## src/rtl/seq_det_pkg.sv

```systemverilog
// Shared definitions for the programmable serial pattern detector:
// controller state encoding, default widths and a saturating increment.
package seq_det_pkg;

   localparam int unsigned DEF_PAT_W = 4;
   localparam int unsigned DEF_CNT_W = 8;

   typedef enum logic [1:0] {
      IDLE = 2'b00,
      RUN  = 2'b01,
      DONE = 2'b10
   } state_t;

   // Increment v, holding at the all-ones value of a w-bit field.
   function automatic logic [31:0] sat_inc(input logic [31:0] v, input int unsigned w);
      logic [31:0] lim;
      lim = (w >= 32) ? '1 : ((32'd1 << w) - 32'd1);
      return (v >= lim) ? v : v + 32'd1;
   endfunction

endpackage

```

## src/rtl/seq_det_core.sv

```systemverilog
// Pattern matching datapath: history shift register, fill counter and a
// combinational compare of the would-be next history against the pattern.
module seq_det_core
   import seq_det_pkg::*;
#(
   parameter int unsigned PAT_W = DEF_PAT_W
) (
   input  logic             clk,
   input  logic             rst,
   input  logic             clr,
   input  logic             shift_en,
   input  logic             overlap,
   input  logic             in_bit,
   input  logic [PAT_W-1:0] pattern,
   output logic             match
);

   localparam int unsigned FILL_W = $clog2(PAT_W + 1);
   localparam logic [FILL_W-1:0] FILL_FULL = FILL_W'(PAT_W);

   logic [PAT_W-1:0]  r_hist;
   logic [FILL_W-1:0] r_fill;
   logic [PAT_W-1:0]  w_hist_n;
   logic [FILL_W-1:0] w_fill_n;

   // Next history/fill for an accepted bit and the match it would produce.
   always_comb begin
      w_hist_n = {r_hist[PAT_W-2:0], in_bit};
      w_fill_n = (r_fill >= FILL_FULL) ? FILL_FULL : r_fill + FILL_W'(1);
      match    = (w_hist_n == pattern) && (w_fill_n == FILL_FULL);
   end

   // History and fill update; a non-overlapping match restarts the fill.
   always_ff @(posedge clk) begin
      if (rst || clr) begin
         r_hist <= '0;
         r_fill <= '0;
      end else if (shift_en) begin
         r_hist <= w_hist_n;
         r_fill <= (match && !overlap) ? '0 : w_fill_n;
      end
   end

endmodule

```

## src/rtl/seq_det_ctrl.sv

```systemverilog
// Run-controlled serial pattern detector: configuration latch, run FSM,
// saturating match counter and registered one-cycle match pulse.
module seq_det_ctrl
   import seq_det_pkg::*;
#(
   parameter int unsigned PAT_W = DEF_PAT_W,
   parameter int unsigned CNT_W = DEF_CNT_W
) (
   input  logic             clk,
   input  logic             rst,
   input  logic             cfg_load,
   input  logic [PAT_W-1:0] cfg_pattern,
   input  logic [CNT_W-1:0] cfg_target,
   input  logic             cfg_overlap,
   input  logic             start,
   input  logic             abort,
   input  logic             in,
   input  logic             in_valid,
   output logic             out,
   output logic [CNT_W-1:0] match_cnt,
   output logic             busy,
   output logic             done
);

   state_t           r_state;
   state_t           w_state_n;
   logic [PAT_W-1:0] r_pattern_q;
   logic [CNT_W-1:0] r_target_q;
   logic             r_overlap_q;
   logic             r_out;
   logic [CNT_W-1:0] r_cnt;

   logic             w_armable;
   logic             w_start;
   logic             w_accept;
   logic             w_core_match;
   logic             w_match;
   logic [CNT_W-1:0] w_cnt_inc;
   logic             w_hit_target;

   // Qualified control strobes; abort discards a same-cycle data bit.
   always_comb begin
      w_armable    = (r_state == IDLE) || (r_state == DONE);
      w_start      = start && w_armable;
      w_accept     = (r_state == RUN) && in_valid && !abort;
      w_match      = w_accept && w_core_match;
      w_cnt_inc    = CNT_W'(sat_inc(32'(r_cnt), CNT_W));
      w_hit_target = w_match && (r_target_q != '0) && (w_cnt_inc == r_target_q);
   end

   seq_det_core #(
      .PAT_W (PAT_W)
   ) u_core (
      .clk      (clk),
      .rst      (rst),
      .clr      (w_start),
      .shift_en (w_accept),
      .overlap  (r_overlap_q),
      .in_bit   (in),
      .pattern  (r_pattern_q),
      .match    (w_core_match)
   );

   // Run state register.
   always_ff @(posedge clk) begin
      if (rst) r_state <= IDLE;
      else     r_state <= w_state_n;
   end

   // Next-state logic; the unused encoding recovers to IDLE.
   always_comb begin
      w_state_n = r_state;
      case (r_state)
         IDLE, DONE: if (start) w_state_n = RUN;
         RUN: begin
            if (abort)             w_state_n = IDLE;
            else if (w_hit_target) w_state_n = DONE;
         end
         default: w_state_n = IDLE;
      endcase
   end

   // Configuration latch, writable only outside a run.
   always_ff @(posedge clk) begin
      if (rst) begin
         r_pattern_q <= '0;
         r_target_q  <= '0;
         r_overlap_q <= 1'b0;
      end else if (cfg_load && w_armable) begin
         r_pattern_q <= cfg_pattern;
         r_target_q  <= cfg_target;
         r_overlap_q <= cfg_overlap;
      end
   end

   // Match pulse and saturating match counter.
   always_ff @(posedge clk) begin
      if (rst) begin
         r_out <= 1'b0;
         r_cnt <= '0;
      end else begin
         r_out <= w_match;
         if (w_start)      r_cnt <= '0;
         else if (w_match) r_cnt <= w_cnt_inc;
      end
   end

   assign out       = r_out;
   assign match_cnt = r_cnt;
   assign busy      = (r_state == RUN);
   assign done      = (r_state == DONE);

endmodule

```

## config.mk

```make
export PLATFORM = sky130hd
export DESIGN_NAME = seq_det_ctrl
export DESIGN_NICKNAME = d
export VERILOG_FILES = /design/src/rtl/seq_det_pkg.sv /design/src/rtl/seq_det_core.sv /design/src/rtl/seq_det_ctrl.sv
export SDC_FILE = /design/constraint.sdc
export NUM_CORES = 1
export LEC_CHECK = 0
export CAP_MARGIN = 20
export CORE_ASPECT_RATIO = 0.9
export CORE_MARGIN = 4
export CORE_UTILIZATION = 50
export CTS_CLUSTER_SIZE = 14
export DETAILED_ROUTE_END_ITERATION = 10
export PLACE_DENSITY = 0.77
export SETUP_SLACK_MARGIN = 0.3
export SKIP_CTS_REPAIR_TIMING = 1
export SLEW_MARGIN = 40
export SYNTH_ARGS = -nofsm -noshare
export SYNTH_HDL_FRONTEND = slang
export SYNTH_SLANG_ARGS = --single-unit
```

## constraint.sdc

```tcl
create_clock -name clk -period 3.84 [get_ports clk]
set_input_delay 0.768 -clock clk [delete_from_list [all_inputs] [get_ports clk]]
set_output_delay 0.768 -clock clk [all_outputs]
set_load 0.02 [all_outputs]
```

==> results of run 1 <==
==> registers in the layout (all words and copies together) (netlist names) <==
| name | flops |
|---|---|
| match_cnt | 8 |
| r_target_q | 8 |
| r_pattern_q | 4 |
| u_core.r_fill | 3 |
| u_core.r_hist | 3 |
| r_state | 2 |
| out | 1 |
| r_overlap_q | 1 |
==> metrics by stage <==
step | instances | setup slack [ns]
final | 278 | 1.23
after floorplan | 211 | 1.46
after CTS | 278 | 1.25
after global routing | 278 | 1.15
after global placement | 271 | 0.913
after detailed placement | 271 | 0.872
==> routing by layer <==
metal | vias up | wire [um] | global-route usage [%]
li1 | 795 | - | -
met1 | 687 | 1830 | 28.4
met2 | 51 | 1610 | 26.1
met3 | 8 | 302 | 4.86
met4 | 0 | 58 | 8.93
met5 | - | 0 | 0
==> worst min-delay path, delay by kind of cell (launching register included) <==
kind / cells / cell delay, ns
DFF: 1 / 0.32
buffers and inverters: 1 / 0.05
AOI/OAI and AO/OA: 1 / 0.05
==> power by group through the flow <==
stage | logic, mW | registers (mW) | clock network [mW]
6_report | 0.0692 | 0.330 | 0.263
5_1_grt | 0.0766 | 0.331 | 0.285
4_1_cts | 0.0697 | 0.329 | 0.267
3_5_place_dp | 0.0695 | 0.337 | 0
3_3_place_gp | 0.0689 | 0.337 | 0
2_1_floorplan | 0.0408 | 0.334 | 0
==> final timing paths <==
kind | from | to | slack, ns | cells past startpoint
setup / recovery | abort | r_state[0]$_SDFFE_PP0P_ | 1.23 | 8
setup reg to reg | match_cnt[0]$_SDFFE_PP0P_ | r_state[0]$_SDFFE_PP0P_ | 1.45 | 7
hold / removal | r_overlap_q$_SDFFE_PP0P_ | u_core.r_fill[2]$_SDFFE_PP0N_ | 0.45 | 2
hold reg to reg | r_overlap_q$_SDFFE_PP0P_ | u_core.r_fill[2]$_SDFFE_PP0N_ | 0.45 | 2
==> area by class of cell <==
type / count / area, sq um
fillers: 279 / 1070
clock buffers: 6 / 51.3
inverters: 9 / 33.8
well taps: 42 / 52.6
repair buffers: 31 / 308
multi-input cells: 159 / 947
flip-flops and latches: 30 / 601
clock inverters: 1 / 30.0
==> cells in the mapped netlist, types with 2 or more instances <==
master    number  share of area (%)
xnor2_1        5                2.7
a41oi_1        2                1.1
dfxtp_1       30                 37
a21oi_1       21                6.4
and2_1         3                1.1
xor2_1         3                1.6
nor2_1        15                3.4
clkbuf_1       9                2.1
a31oi_1        3                1.1
nor3_1         8                2.4
a21o_1         2               0.92
nand3_1        3               0.92
a211oi_1       3                1.4
nor4_1         4                1.5
and3_1         2               0.76
a311oi_1       2                1.1
mux2i_1        6                3.7
o21ai_0        5                1.5
nand2_1       39                8.9
ha_1           3                2.3
inv_1          9                2.1
nand4_1        5                1.9
buf_2          2               0.61
==> logic make-up after synthesis <==
kind of cell / count (synthesis)
compound gates: 47
xor+xnor: 8
fa+ha+maj: 3
buf+inv: 22
flops: 30
mux: 6
simple gates: 95
==> key figures, run 1 <==
Routing
  • Antenna-violating nets left: 0
  • Vias per inst: 5.54
  • 1st-iter DRT viols: 86
  • Final WL: about 3800 um
  • First-pass detailed-route iteration total: 4
  • DR WL/cell: 13.7 um
  • Drt drc: 0
  • Vias: between 1,500 and 2,000

Power
  • Pwr Total: between 600 and 700 uW
  • P_leak: between 0.7 and 0.8 nW
  • Clock power frac: about two fifths
  • Sequential share of power: between 40% and 50%
  • Switching pwr: between 150 and 200 uW
  • Internal power: between 500 and 600 uW
  • Net Sw Frac: a little under a quarter
  • Peak supply drop: roughly 0.2 mV
  • Part of the power in combinational logic: between 10% and 20%
  • Pwr/cell area: roughly 330 nW/um^2

Timing
  • Hold Vio Cnt, Final: 0
  • Fin Setup TNS: 0 ns
  • Measured slew at the worst slew-check pin: a little under 0.7 ns
  • Tmin final: 2.61 ns
  • Setup Skew: between 0.01 and 0.015 ns
  • Fmax: between 0.3 and 0.4 GHz
  • Final setup fails: 0
  • Max Slew Vio Count: 0
  • Relative slew margins: 54.1%
  • WHS: around 0.45 ns
  • Unrepaired setup endpoints after global routing: no
  • Fin crit share: around 68%

Yosys
  • Syn_area_per_cell: between 7 and 8 sq um
  • Xor-xnor portion of the synthesized cell area: approximately 4.3%
  • Post-synth EDFFs: 0
  • Post-synth ARST share: 0%
  • FF+latch count, synth: 30
  • Largest family of logic cells by synthesized area: simple AND/OR/NAND/NOR gates
  • Top FF cell, synth: dfxtp_1
  • Cells after Synth: 211
  • Syn nets: ~230
  • Synth Cell Area: roughly 1600 sq um
  • Ys Warns: 0
  • Area share of fa/ha/maj cells after synthesis: under 10%
  • Multiplexer share of the synthesized area: under 10%
  • Fraction of the mapped netlist area in simple logic gates: roughly 30%
  • Post-synthesis sequential area ratio: between 30% and 40%
  • Cell variety after synth: 50
  • Synth Area in Compound Gates: 17.8%

Worst setup path
  • CP Cell Sequence: clkdlybuf4s50_1 > nand4bb_1 > buf_4 > or3_4 > nor3_4 > and4bb_1 > nand4_1 > and2_1
  • CP required: 4.09 ns
  • CP top delay family: simple AND/OR/NAND/NOR gates
  • CP peak stage delay: 0.41 ns
  • WS Path Type: in2reg
  • CP max FO: 10
  • Worst EP arrival: 2.86 ns
  • Worst Path Buf+Inv: 2
  • Slowest CP cell: clkdlybuf4s50_1
  • Critical path capture point type: register
  • Critical Path Start Type: input port

GRT
  • Largest net degree at the start of global routing: 19
  • Initial antenna violation count: 0
  • GRT Total Usage: 19.4%
  • Number of global-route vias before repair: ~1,300
  • Congestion Overflow GR: 0
  • First-pass GRT wire length: 6190 um

CTS
  • Worst-path clk slew: ~0.10 ns
  • Root buffer cell: clkbuf_4
  • CTS Buf Count: 5
  • TritonCTS Sinks: 30
  • H-tree depth: 2
  • CTS tree: yes
  • Clock Tree Buf Depth: 2
  • Clock latency on the worst-skew pair: 0.34 ns

Layout
  • Finished Core Util: ~65%
  • Layout cells sized above 1: 6.36%
  • Most frequent cells in the layout: nand2_1 (39), clkdlybuf4s50_1 (30), dfxtp_1 (30)
  • P&R area growth vs syn: 23.3%
  • Design Area, Final: a little over 2000 sq um
  • N_diodes: 0
  • NumNets Final: between 200 and 300
  • Most common cell after layout, fill and taps aside: nand2_1

Place
  • Routability Congestion: 0.926
  • Port bufs: 30
  • HPWL Detailed: ~2800 um
  • Post-DP Area: approximately 1900 sq um

Floorplanning
  • Die extent in y: around 62 um
  • Die width: roughly 70 um
  • # IOs: 31
  • Die Area: roughly 4300 sq um
  • Initial Util: a little over half
  • Row count: 19
  • Core Region: about 3100 sq um

Outcome
  • Outcome: finished, final reports clean

Job
  • Max cap viols: 0

Min path
  • Hold Crit Class: reg2reg
No activity file was read; power rests on OpenSTA's default activity.
==> run 2: changes to the inputs <==
==> constraint.sdc (replaced) <==
create_clock -name clk -period 2.6 [get_ports clk]
set_input_delay 0.52 -clock clk [delete_from_list [all_inputs] [get_ports clk]]
set_output_delay 0.52 -clock clk [all_outputs]
set_load 0.02 [all_outputs]
==> run 2 against run 1 <==
Effect of this change: combinational power rose by 52%; global-route usage grew 0.69 points; sequential share of layout area fell by 0.65 points; largest cell class unchanged.
==> key figures, run 2 (synthesis gave the netlist of run 1 again) <==
Layout
  • Fillers: 281 (was 279)
  • P&R area growth vs syn: 26.6% (was 23.3%)
  • N_diodes: 0 (unchanged)
  • Layout cells sized above 1: 9.47% (was 6.36%)
  • NumNets Final: 265 (was 259)
  • Most frequent cells in the layout: nand2_1 (39), clkdlybuf4s50_1 (30), dfxtp_1 (28) (was nand2_1 (39), clkdlybuf4s50_1 (30), dfxtp_1 (30))
  • Post-Layout Cell Count: 285 (was 278)
  • Most common cell after layout, fill and taps aside: nand2_1 (unchanged)

Routing
  • Vias: 1,613 (was 1,541)
  • Antenna-violating nets left: 0 (unchanged)
  • Final WL: 3960 um (was 3800 um)
  • First-pass detailed-route iteration total: 4 (unchanged)
  • 1st-iter DRT viols: 166 (was 86)
  • Vias per inst: 5.66 (was 5.54)
  • DR WL/cell: 13.9 um (was 13.7 um)
  • Drt drc: 0 (unchanged)

Floorplanning
  • # IOs: 31 (unchanged)
  • Initial Util: 53.1% (unchanged)
  • Core Region: 3090 sq um (unchanged)
  • Row count: 19 (unchanged)
  • Die extent in y: 62.3 um (unchanged)
  • Die Area: 4260 sq um (unchanged)
  • Die width: 68.4 um (unchanged)

GRT
  • Largest net degree at the start of global routing: 18 (was 19)
  • Congestion Overflow GR: 0 (unchanged)
  • Initial antenna violation count: 0 (unchanged)
  • GRT Total Usage: 20.1% (was 19.4%)
  • Grt peak-use layer: met1 (unchanged)
  • Number of global-route vias before repair: 1,355 (was 1,316)
  • GR Util met1: 30.1% (was 28.4%)
  • Routing usage on met3: 4.86% (unchanged)
  • Met2 Track Usage GR: 27.7% (was 26.1%)
  • First-pass GRT wire length: 6470 um (was 6190 um)

Worst setup path
  • Worst EP arrival: 2.43 ns (was 2.86 ns)
  • CP required: 2.81 ns (was 4.09 ns)
  • CP max FO: 8 (was 10)
  • Critical Path Start Type: input port (unchanged)
  • Critical path capture point type: register (unchanged)
  • WS Path Type: in2reg (unchanged)

Min path
  • Hold Crit Class: reg2reg (unchanged)

CTS
  • TritonCTS Sinks: 30 (unchanged)
  • H-tree depth: 2 (unchanged)
  • Worst-path clk slew: 0.10 ns (about the same)
  • CTS Buf Count: 5 (unchanged)
  • CTS tree: yes (unchanged)
  • Root buffer cell: clkbuf_4 (unchanged)
  • Clock latency on the worst-skew pair: 0.32 ns (was 0.34 ns)
  • Clock Tree Buf Depth: 2 (unchanged)

Power
  • Clock power frac: 37.9% (was 39.8%)
  • Switching pwr: 221 uW (was 154 uW)
  • Internal power: 731 uW (was 508 uW)
  • Sequential share of power: 51.1% (was 49.8%)
  • Pwr/cell area: 458 nW/um^2 (was 327 nW/um^2)
  • Peak supply drop: 0.360 mV (was 0.203 mV)
  • Net Sw Frac: 23.2% (was 23.3%)
  • P_leak: 0.758 nW (was 0.733 nW)
  • Part of the power in combinational logic: 11.0% (was 10.5%)

Timing
  • Unrepaired setup endpoints after global routing: no (unchanged)
  • Fin crit share: between 80 and 90%
  • Max Slew Vio Count: 0 (unchanged)
  • Setup Skew: 0.00895 ns (was 0.0119 ns)
  • Relative slew margins: 64.9% (was 54.1%)
  • WHS: 0.448 ns (was 0.450 ns)
  • Hold Vio Cnt, Final: 0 (unchanged)
  • Fmax: 0.451 GHz
  • Fin Setup TNS: 0 ns (unchanged)
  • Final setup fails: 0 (unchanged)
  • Measured slew at the worst slew-check pin: 0.527 ns (was 0.686 ns)
  • Tmin final: around 2.2 ns

Outcome
  • Outcome: finished, final reports clean (unchanged)

Place
  • Routability Congestion: 0.952 (was 0.926)
  • Port bufs: 30 (unchanged)
  • Post-Place Cells: 277 (was 271)
  • HPWL Detailed: 2920 um (was 2780 um)

Job
  • Max cap viols: 0 (unchanged)
==> run 2: changes by cell type in the layout (fill, tap and decap cells not counted), sizes merged <==
cell,change
buf,+6
clkbuf,+1
==> run 2: worst max-delay path: stages <==
cell             delay (ns)
clkdlybuf4s50_1        0.42
nand4bb_1              0.23
or3_4                  0.43
nor3_4                 0.19
buf_4                  0.20
a21oi_1                0.10
a311oi_1               0.33
==> run 2: power by group through the flow <==
stage                     Sequential, mW  Combinational, mW  Clock [mW]
after floorplan                    0.493             0.0602           0
after global placement             0.497              0.103           0
after detailed placement           0.497              0.105           0
after CTS                          0.486              0.105       0.368
after global routing               0.489              0.116       0.392
final                              0.487              0.105       0.361
==> run 2: layer usage <==
metal  vias to the layer above  routed length (um)
li1                        806                   -
met1                       731                1880
met2                        69                1730
met3                         7                 285
met4                         0                  57
met5                         -                   0
==> run 2: final timing paths <==
kind | start | to | slack, ns | depth (start not counted)
hold reg to reg | r_overlap_q$_SDFFE_PP0P_ | u_core.r_fill[2]$_SDFFE_PP0N_ | 0.45 | 2
setup reg to reg | match_cnt[3]$_SDFFE_PP0P_ | r_state[0]$_SDFFE_PP0P_ | 0.48 | 6
setup / recovery | abort | match_cnt[4]$_SDFFE_PP0P_ | 0.38 | 7
hold / removal | r_overlap_q$_SDFFE_PP0P_ | u_core.r_fill[2]$_SDFFE_PP0N_ | 0.45 | 2
==> run 2: area by class of cell <==
| type | count | area (sq um) | share of cell area [%] |
|---|---|---|---|
| Multi-Input combinational cell | 159 | 960 | 46.2 |
| Sequential cell | 30 | 603 | 29.0 |
| Timing Repair Buffer | 37 | 353 | 17.0 |
| Tap cell | 42 | 52.6 | 2.53 |
| Clock buffer | 7 | 45.0 | 2.17 |
| Inverter | 9 | 33.8 | 1.63 |
| Clock inverter | 1 | 30.0 | 1.45 |
==> run 2: through the flow <==
step	setup WS (ns)	total power [mW]	area (sq um)	utilization [%]
after floorplan	0.393	0.553	1640	-
after global placement	0.197	0.600	1990	64.3
after detailed placement	0.131	0.602	1990	64.3
after CTS	0.260	0.959	2060	66.7
after global routing	0.320	0.997	2080	67.2
final	0.385	0.952	2080	67.2
==> run 3: changes to the inputs <==
--- a/config.mk
+++ b/config.mk
@@ -7,7 +7,6 @@
 export LEC_CHECK = 0
 export CAP_MARGIN = 20
 export CORE_ASPECT_RATIO = 0.9
-export CORE_MARGIN = 4
 export CORE_UTILIZATION = 50
 export CTS_CLUSTER_SIZE = 14
 export DETAILED_ROUTE_END_ITERATION = 10
==> run 3 against run 2 <==
Effect of this change: global-route usage is 4.6 points higher; largest power group unchanged; critical path type unchanged; die area decreased by 18%; combinational power barely moved; sequential share of layout area increased by 0.34 points; final cell count is 1.1% lower.
==> key figures, run 3 (synthesis gave the netlist of run 1 again) <==
Power
  • Peak supply drop: 0.382 mV (was 0.360 mV)
  • P_leak: 0.743 nW (was 0.758 nW)
  • Pwr/cell area: 420 nW/um^2 (was 458 nW/um^2)
  • Pwr Total: 861 uW (was 952 uW)

Floorplanning
  • # IOs: 31 (unchanged)
  • Die width: 62.4 um (was 68.4 um)
  • Row count: 19 (unchanged)
  • Initial Util: 53.1% (unchanged)
  • Die extent in y: 56.3 um (was 62.3 um)
  • Core Region: 3090 sq um (unchanged)
  • Die Area: 3510 sq um (was 4260 sq um)

Timing
  • Setup Skew: 0.00978 ns (was 0.00895 ns)
  • Final setup fails: 0 (unchanged)
  • Fin Setup TNS: 0 ns (unchanged)
  • Max Slew Vio Count: 0 (unchanged)
  • Tmin final: 2.22 ns (about the same)
  • Post-route setup slack: 0.383 ns (was 0.385 ns)
  • Unrepaired setup endpoints after global routing: no (unchanged)
  • WHS: 0.464 ns (was 0.448 ns)
  • Hold Vio Cnt, Final: 0 (unchanged)
  • Relative slew margins: 65.1% (was 64.9%)
  • Fin crit share: 85.3% (was 85.2%)
  • Measured slew at the worst slew-check pin: 0.523 ns (was 0.527 ns)
  • Fmax: 0.451 GHz (about the same)

Layout
  • P&R area growth vs syn: 25.2% (was 26.6%)
  • Finished Core Util: 66.4% (was 67.2%)
  • Fillers: 283 (was 281)
  • Seq. cell area: 603 sq um (unchanged)
  • Area taken by multi-input logic gates: 967 sq um (was 960 sq um)
  • N_diodes: 0 (unchanged)
  • Most common cell after layout, fill and taps aside: nand2_1 (unchanged)
  • Most frequent cells in the layout: nand2_1 (39), clkdlybuf4s50_1 (30), dfxtp_1 (28) (unchanged)
  • Layout cells sized above 1: 9.58% (was 9.47%)
  • NumNets Final: 264 (was 265)

Worst setup path
  • Worst EP arrival: 2.42 ns (was 2.43 ns)
  • CP max FO: 6 (was 8)
  • Crit path from: abort (unchanged)
  • CP required: 2.81 ns (about the same)
  • WS Path Type: in2reg (unchanged)
  • Critical Path Start Type: input port (unchanged)
  • Worst reg2reg path depth: 7 (was 6)
  • Reg2reg start: match_cnt[4]$_SDFFE_PP0P_ (was match_cnt[3]$_SDFFE_PP0P_)
  • Critical path capture point type: register (unchanged)

Routing
  • Top Layer Used: met4 (unchanged)
  • DR WL/cell: 14.0 um (was 13.9 um)
  • Drt drc: 0 (unchanged)
  • M1 wire length: 1810 um (was 1880 um)
  • First-pass detailed-route iteration total: 4 (unchanged)
  • Antenna-violating nets left: 0 (unchanged)
  • Met2 WL: 1820 um (was 1730 um)
  • 1st-iter DRT viols: 99 (was 166)
  • Final WL: 3950 um (was 3960 um)
  • WL met3: 264 um (was 285 um)
  • Vias per inst: 5.70 (was 5.66)
  • Vias: 1,607 (was 1,613)

CTS
  • Clock Tree Buf Depth: 2 (unchanged)
  • TritonCTS Sinks: 30 (unchanged)
  • Worst-path clk slew: 0.09 ns (was 0.10 ns)
  • CTS tree: yes (unchanged)
  • H-tree depth: 2 (unchanged)
  • Root buffer cell: clkbuf_4 (unchanged)
  • Clock latency on the worst-skew pair: 0.33 ns (was 0.32 ns)
  • CTS Buf Count: 5 (unchanged)

Min path
  • Hold Crit Class: reg2reg (unchanged)
  • Min-Delay Path Depth: 2 (unchanged)
  • Hold path start: r_overlap_q$_SDFFE_PP0P_ (unchanged)

Place
  • Setup slack after placement: 0.0505 ns (was 0.131 ns)
  • HPWL Detailed: 2930 um (was 2920 um)
  • Routability Congestion: 0.958 (was 0.952)
  • Port bufs: 30 (unchanged)

GRT
  • Initial antenna violation count: 0 (unchanged)
  • Number of global-route vias before repair: 1,480 (was 1,355)
  • First-pass GRT wire length: 6710 um (was 6470 um)
  • GRT Total Usage: 24.7% (was 20.1%)
  • Largest net degree at the start of global routing: 18 (unchanged)
  • Congestion Overflow GR: 0 (unchanged)

Job
  • Max cap viols: 0 (unchanged)

Outcome
  • Outcome: finished, final reports clean (unchanged)
## run 3: changes by cell type in the layout (fill, tap and decap cells not counted), sizes merged
cell	before	now
clkbuf	7	6
bufinv	1	0
buf	7	6
## run 3: per-stage QoR
stage | cells | area [sq um]
after detailed placement | 276 | 1980
after global placement | 276 | 1980
after CTS | 282 | 2030
after global routing | 282 | 2050
final | 282 | 2050
after floorplan | 211 | 1640
## run 3: layout make-up
cell class,count,area share (%)
Tap cell,42,2.56
Clock buffer,6,2.50
Multi-Input combinational cell,159,47.1
Timing Repair Buffer,36,16.8
Sequential cell,30,29.4
Inverter,9,1.65
## run 3: metal layers
layer	global-route usage (%)	up-vias
li1	-	803
met4	7.97	0
met3	8.74	7
met2	38.0	56
met5	0	-
met1	32.2	741
## run 3: worst paths after layout
kind	end	slack (ns)
hold / removal	r_overlap_q$_SDFFE_PP0P_	0.46
setup / recovery	match_cnt[6]$_SDFFE_PP0P_	0.38
setup reg to reg	r_state[0]$_SDFFE_PP0P_	0.47
hold reg to reg	r_overlap_q$_SDFFE_PP0P_	0.46
## run 3: critical path, stage by stage
cell and delay (ns):
clkdlybuf4s50_1 0.43, nand4bb_1 0.25, or3_4 0.44, nor3_4 0.24, buf_4 0.20, nand4_1 0.12
mux2i_1 0.19, nor2_1 0.05
## run 3: power breakdown
group          leakage [nW]  internal (mW)  switching, mW
Clock                0.0302          0.121          0.148
Combinational         0.467         0.0548         0.0509
Sequential            0.245          0.473         0.0136
